==> config.mk <==
export PLATFORM = sky130hd
export DESIGN_NAME = fetch_stage
export DESIGN_NICKNAME = d
export VERILOG_FILES = /design/src/rtl/fetch_stage.sv
export SDC_FILE = /design/constraint.sdc
export NUM_CORES = 1
export LEC_CHECK = 0
export ABC_AREA = 1
export BUFFER_PORTS_ARGS = -buffer_cell sky130_fd_sc_hd__buf_2
export CORE_ASPECT_RATIO = 0.8
export CORE_MARGIN = 2
export CORE_UTILIZATION = 56
export DETAILED_ROUTE_END_ITERATION = 10
export PLACE_DENSITY = 0.77
export SLEW_MARGIN = 25
export SYNTH_ARGS = -nofsm -noshare
export SYNTH_HDL_FRONTEND = slang
export SYNTH_SLANG_ARGS = --single-unit
==> constraint.sdc <==
create_clock -name clk -period 2.6 [get_ports clk]
set_clock_uncertainty 0.2 [all_clocks]
set_input_delay 0.26 -clock clk [delete_from_list [all_inputs] [get_ports clk]]
set_output_delay 0.26 -clock clk [all_outputs]
set_load 0.05 [all_outputs]
==> src/rtl/fetch_stage.sv <==
// Instruction fetch stage and IF/ID pipeline register for the RV32I core.
// One fetch outstanding at a time; a one-entry hold buffer absorbs decode stalls.
module fetch_stage #(
  parameter logic [31:0] RESET_PC  = 32'h0000_0000,
  parameter logic [31:0] NOP_INSTR = 32'h0000_0013
) (
  input  logic        clk,
  input  logic        rst,
  output logic        imem_req,
  output logic [31:0] imem_addr,
  input  logic        imem_ready,
  input  logic        imem_rvalid,
  input  logic [31:0] imem_rdata,
  input  logic        stall_d,
  input  logic        redirect,
  input  logic [31:0] redirect_pc,
  output logic        valid_d,
  output logic [31:0] instr_d,
  output logic [31:0] pc_d,
  output logic [31:0] pc_plus4_d,
  output logic [1:0]  dbg_state_o
);

  // Handshake: a request is accepted on any cycle with imem_req & imem_ready;
  // its single response arrives on a later cycle with imem_rvalid.

  typedef enum logic [1:0] {
    S_REQ  = 2'd0,
    S_WAIT = 2'd1,
    S_HOLD = 2'd2,
    S_DROP = 2'd3
  } state_t;

  state_t      state_q;
  logic [31:0] pc_q;
  logic [31:0] req_pc_q;
  logic [31:0] hold_instr_q;
  logic [31:0] hold_pc_q;
  logic        valid_q;
  logic [31:0] instr_q;
  logic [31:0] pc_d_q;
  logic [31:0] pc_plus4_q;

  logic        slot_free;
  logic        new_avail;
  logic [31:0] new_word;
  logic [31:0] new_pc;
  logic [1:0]  unused_rpc_lo;

  assign unused_rpc_lo = redirect_pc[1:0];

  assign imem_req    = (state_q == S_REQ) && !rst;
  assign imem_addr   = pc_q;
  assign valid_d     = valid_q;
  assign instr_d     = instr_q;
  assign pc_d        = pc_d_q;
  assign pc_plus4_d  = pc_plus4_q;
  assign dbg_state_o = state_q;

  assign slot_free = !valid_q || !stall_d;

  // A word is offered to the slot either straight from memory or from the hold buffer.
  always_comb begin
    new_avail = 1'b0;
    new_word  = imem_rdata;
    new_pc    = req_pc_q;
    if (state_q == S_WAIT && imem_rvalid) begin
      new_avail = 1'b1;
    end else if (state_q == S_HOLD) begin
      new_avail = 1'b1;
      new_word  = hold_instr_q;
      new_pc    = hold_pc_q;
    end
  end

  always_ff @(posedge clk) begin
    if (rst) begin
      state_q      <= S_REQ;
      pc_q         <= RESET_PC;
      req_pc_q     <= RESET_PC;
      hold_instr_q <= NOP_INSTR;
      hold_pc_q    <= 32'h0;
      valid_q      <= 1'b0;
      instr_q      <= NOP_INSTR;
      pc_d_q       <= 32'h0;
      pc_plus4_q   <= 32'h0;
    end else if (redirect) begin
      // Leaving S_HOLD is what invalidates the hold buffer.
      pc_q    <= {redirect_pc[31:2], 2'b00};
      valid_q <= 1'b0;
      instr_q <= NOP_INSTR;
      case (state_q)
        S_REQ:   state_q <= imem_ready  ? S_DROP : S_REQ;
        S_WAIT:  state_q <= imem_rvalid ? S_REQ  : S_DROP;
        S_HOLD:  state_q <= S_REQ;
        S_DROP:  state_q <= imem_rvalid ? S_REQ  : S_DROP;
        default: state_q <= S_REQ;
      endcase
    end else begin
      case (state_q)
        S_REQ: begin
          if (imem_ready) begin
            req_pc_q <= pc_q;
            state_q  <= S_WAIT;
          end
        end
        S_WAIT: begin
          if (imem_rvalid) begin
            pc_q <= req_pc_q + 32'd4;
            if (slot_free) begin
              state_q <= S_REQ;
            end else begin
              hold_instr_q <= imem_rdata;
              hold_pc_q    <= req_pc_q;
              state_q      <= S_HOLD;
            end
          end
        end
        S_HOLD: begin
          if (slot_free) state_q <= S_REQ;
        end
        S_DROP: begin
          if (imem_rvalid) state_q <= S_REQ;
        end
        default: state_q <= S_REQ;
      endcase

      if (new_avail && slot_free) begin
        valid_q    <= 1'b1;
        instr_q    <= new_word;
        pc_d_q     <= new_pc;
        pc_plus4_q <= new_pc + 32'd4;
      end else if (valid_q && !stall_d) begin
        valid_q <= 1'b0;
        instr_q <= NOP_INSTR;
      end
    end
  end

endmodule

==> flow_metrics.tcl <==
set metrics [dict create \
    run_status "finished, final reports clean" \
    dieHeight_um 127 \
    antenna_found_initial 0 \
    path_max_fanout 8 \
    clkPwrFrac_pct 39.2 \
    reg2reg_depth 14 \
    drt-total-wl_mm 31.1 \
    hold_class "flop to flop" \
    insertion_delay_ps 520 \
    cts_buffer_depth 3 \
    syn_inst 1534 \
    grt_pass1_vias 10300 \
    share_comb_of_total_power_pct 16.0 \
    grt_pass1_wl_mm 49.8 \
    setup_viol 0 \
    wire_per_inst_um 15.3 \
    overflow 0 \
    area_delta_synth_final_pct 25.3 \
    clkSlewWorstSetupHoldPaths_ps 60 \
    async_flop_share_pct 0 \
    timing.fmax_ghz 0.419 \
    ys_ff_latch 225 \
    yosys_most_used_dff "dfxtp_1" \
    p_int_uw 5830 \
    yosysTopAreaCellShare_pct 42.6 \
    io_pins 202 \
    p_seq_share_pct 44.8 \
    rsz0062_at_grt "yes" \
    start_util_pct 57.7 \
    grt_usage_pct 30.3 \
    fin_crit_sh_pct 91.7 \
    whs_path_depth 2 \
    cts_made_buffers 23 \
    path_class "flop to flop" \
    grt_max_degree 82 \
    n_antenna_cell 0 \
    drcViolationCount 0 \
    worst_slack_ps 215 \
    synth_nets 1606 \
    yosys_warnings 0 \
    synthTopCellsByCount "364 x nand2_1, 225 x dfxtp_1, 190 x o21ai_0" \
    yosysMostFrequentCell "nand2_1" \
    fin_nets 1846 \
    rows 44 \
    dieWidth_um 158 \
    min_period_ps 2380 \
    fillers 1523 \
    cts.sinks 225 \
    powerDensity_nw_per_um2 620 \
    cp-start-kind "flop" \
    place.gp.congestion 0.916 \
    slew_headroom_pct 57.4 \
    leakage_uw 0.00593 \
    place_ws_ps 137 \
    synth-edff-count 0 \
    die_area_um2 20000 \
    dpl.hpwl_mm 20.7 \
    switchingPower_uw 2380 \
    drive_above_1_share_pct 17.8 \
    arrival_ps 2600 \
    yosysSeqAreaShare_pct 42.6 \
    tightest_slew_ps 638 \
    first_pass_iters 6 \
    ant_nets 0 \
    synth_area_leaders "dfxtp_1 43%, nand2_1 13%, o21ai_0 9.0%" \
    cts_tree "done" \
    cp-end-kind "flop" \
    hold_viol_final 0 \
    syn_area_um2 10600 \
    drt_iter0_markers 1061 \
    final_util_pct 72.3 \
    vias 11000 \
    core_um2 18300 \
    vdd_drop_max_uv 441 \
    synth_cell_type_count 49 \
    cts-root-buf "clkbuf_16" \
    htree_levels 1 \
    required_ps 2820 \
    synth_area_leader_cell "dfxtp_1" \
    port_buffers 199 \
    switching_share_pct 29.0 \
    viasPerCell 5.41 \
    synth_area_per_cell_um2 6.90 \
    cap_violations 0 \
    slew_violations 0 \
]
-- registers in the layout, summed over array words and instances (netlist names) --
signal        count
valid_d           1
instr_d          32
dbg_state_o       2
imem_addr        32
pc_d             32
pc_plus4_d       30
req_pc_q         32
hold_pc_q        32
hold_instr_q     32
-- final timing paths --
check,startpoint,endpoint,slack [ps]
worst min register to register,hold_instr_q[8]$_SDFFE_PP0P_,hold_instr_q[8]$_SDFFE_PP0P_,250
worst max register to register,dbg_state_o[0]$_SDFFE_PP0P_,pc_plus4_d[26]$_SDFFE_PP0P_,220
worst min-delay path,hold_instr_q[8]$_SDFFE_PP0P_,hold_instr_q[8]$_SDFFE_PP0P_,250
worst max-delay path,dbg_state_o[0]$_SDFFE_PP0P_,pc_plus4_d[26]$_SDFFE_PP0P_,220
-- layout by cell type (no fill, tap or decap), types with 3 or more instances in the layout --
master	Yosys	layout
buf_12	2	7
nand2_1	364	363
inv_1	151	150
nor2_1	119	118
a22o_1	9	9
a21oi_1	151	151
or2_2	4	4
buf_2	12	199
dlygate4sd3_1	0	68
dfxtp_1	225	224
o21a_1	11	11
inv_2	3	4
o211ai_1	3	3
nand3_2	3	4
buf_4	7	29
xor2_1	3	3
nor2_2	10	9
clkbuf_1	59	4
o21ai_0	190	189
clkinv_2	0	4
o21ai_2	2	3
clkbuf_16	0	23
nand4_1	16	16
o21ai_1	10	10
a31oi_1	27	27
nor3_1	16	16
nand2_4	3	3
nand2_2	7	8
nor2_4	7	9
nand3_1	85	84
-- power by group through the flow --
stage / combinational (µW) / sequential, µW / clock [µW]
6_report: 1320 / 3680 / 3220
5_1_grt: 1420 / 3700 / 3400
4_1_cts: 1300 / 3680 / 3260
3_5_place_dp: 1220 / 3750 / 0
3_3_place_gp: 1200 / 3750 / 0
2_1_floorplan: 551 / 4040 / 0
-- metal layers --
layer	global-route usage [%]	up-vias	routed length, µm
met5	0	-	0
li1	-	5513	-
met3	5.19	56	2280
met4	7.86	0	663
met2	51.9	401	14600
met1	39.5	5050	13600
-- what timing repair did --
item | 4_1_cts | 5_1_grt
endpoints found under the hold margin | 103 | 0
setup buffers | 0 | 1
endpoints found under the setup margin | 0 | 9
gates resized for setup | 0 | 3
hold buffers | 68 | 0
-- final cells by class --
class | instances | area, µm² | share of cell area [%]
clock inverters | 8 | 111 | 0.840
flip-flops and latches | 225 | 4510 | 34.0
well taps | 253 | 317 | 2.39
multi-input cells | 1064 | 5090 | 38.4
repair buffers | 303 | 2030 | 15.3
clock buffers | 28 | 604 | 4.56
inverters | 157 | 593 | 4.47
-- stage by stage --
stage | total power, µW | area, µm² | setup TNS, ps | std cells | hold slack, ps
after floorplan | 4600 | 10600 | 0 | 1534 | 186
after global placement | 4950 | 11800 | 0 | 1933 | 231
after detailed placement | 4970 | 11800 | 0 | 1933 | 239
after CTS | 8240 | 13200 | 0 | 2037 | 248
after global routing | 8520 | 13300 | -0.419 | 2038 | 264
final | 8220 | 13300 | 0 | 2038 | 247
-- worst max-delay path, stage by stage (launching register included) --
cell	delay (ps)
dfxtp_2	390
inv_4	80
nand2_4	130
nand2_1	80
nand2_1	140
ha_1	180
nand3_1	140
nor2_4	200
nand3_2	140
nor2_4	240
nand3_1	100
nand2_1	70
nand3_1	70
nand2_1	70
inv_1	40
-- cell families (layout without fill, tap and decap cells) --
family          count (synthesis)  count (layout)  share of synthesized area (%)
compound gates                416             416                           21.1
xor+xnor                        3               3                          0.248
fa+ha+maj                       2               2                          0.236
buf+inv                       245             496                           9.55
flops                         225             225                           42.6
simple gates                  643             643                           26.3
No activity file was read; power rests on OpenSTA's default activity.
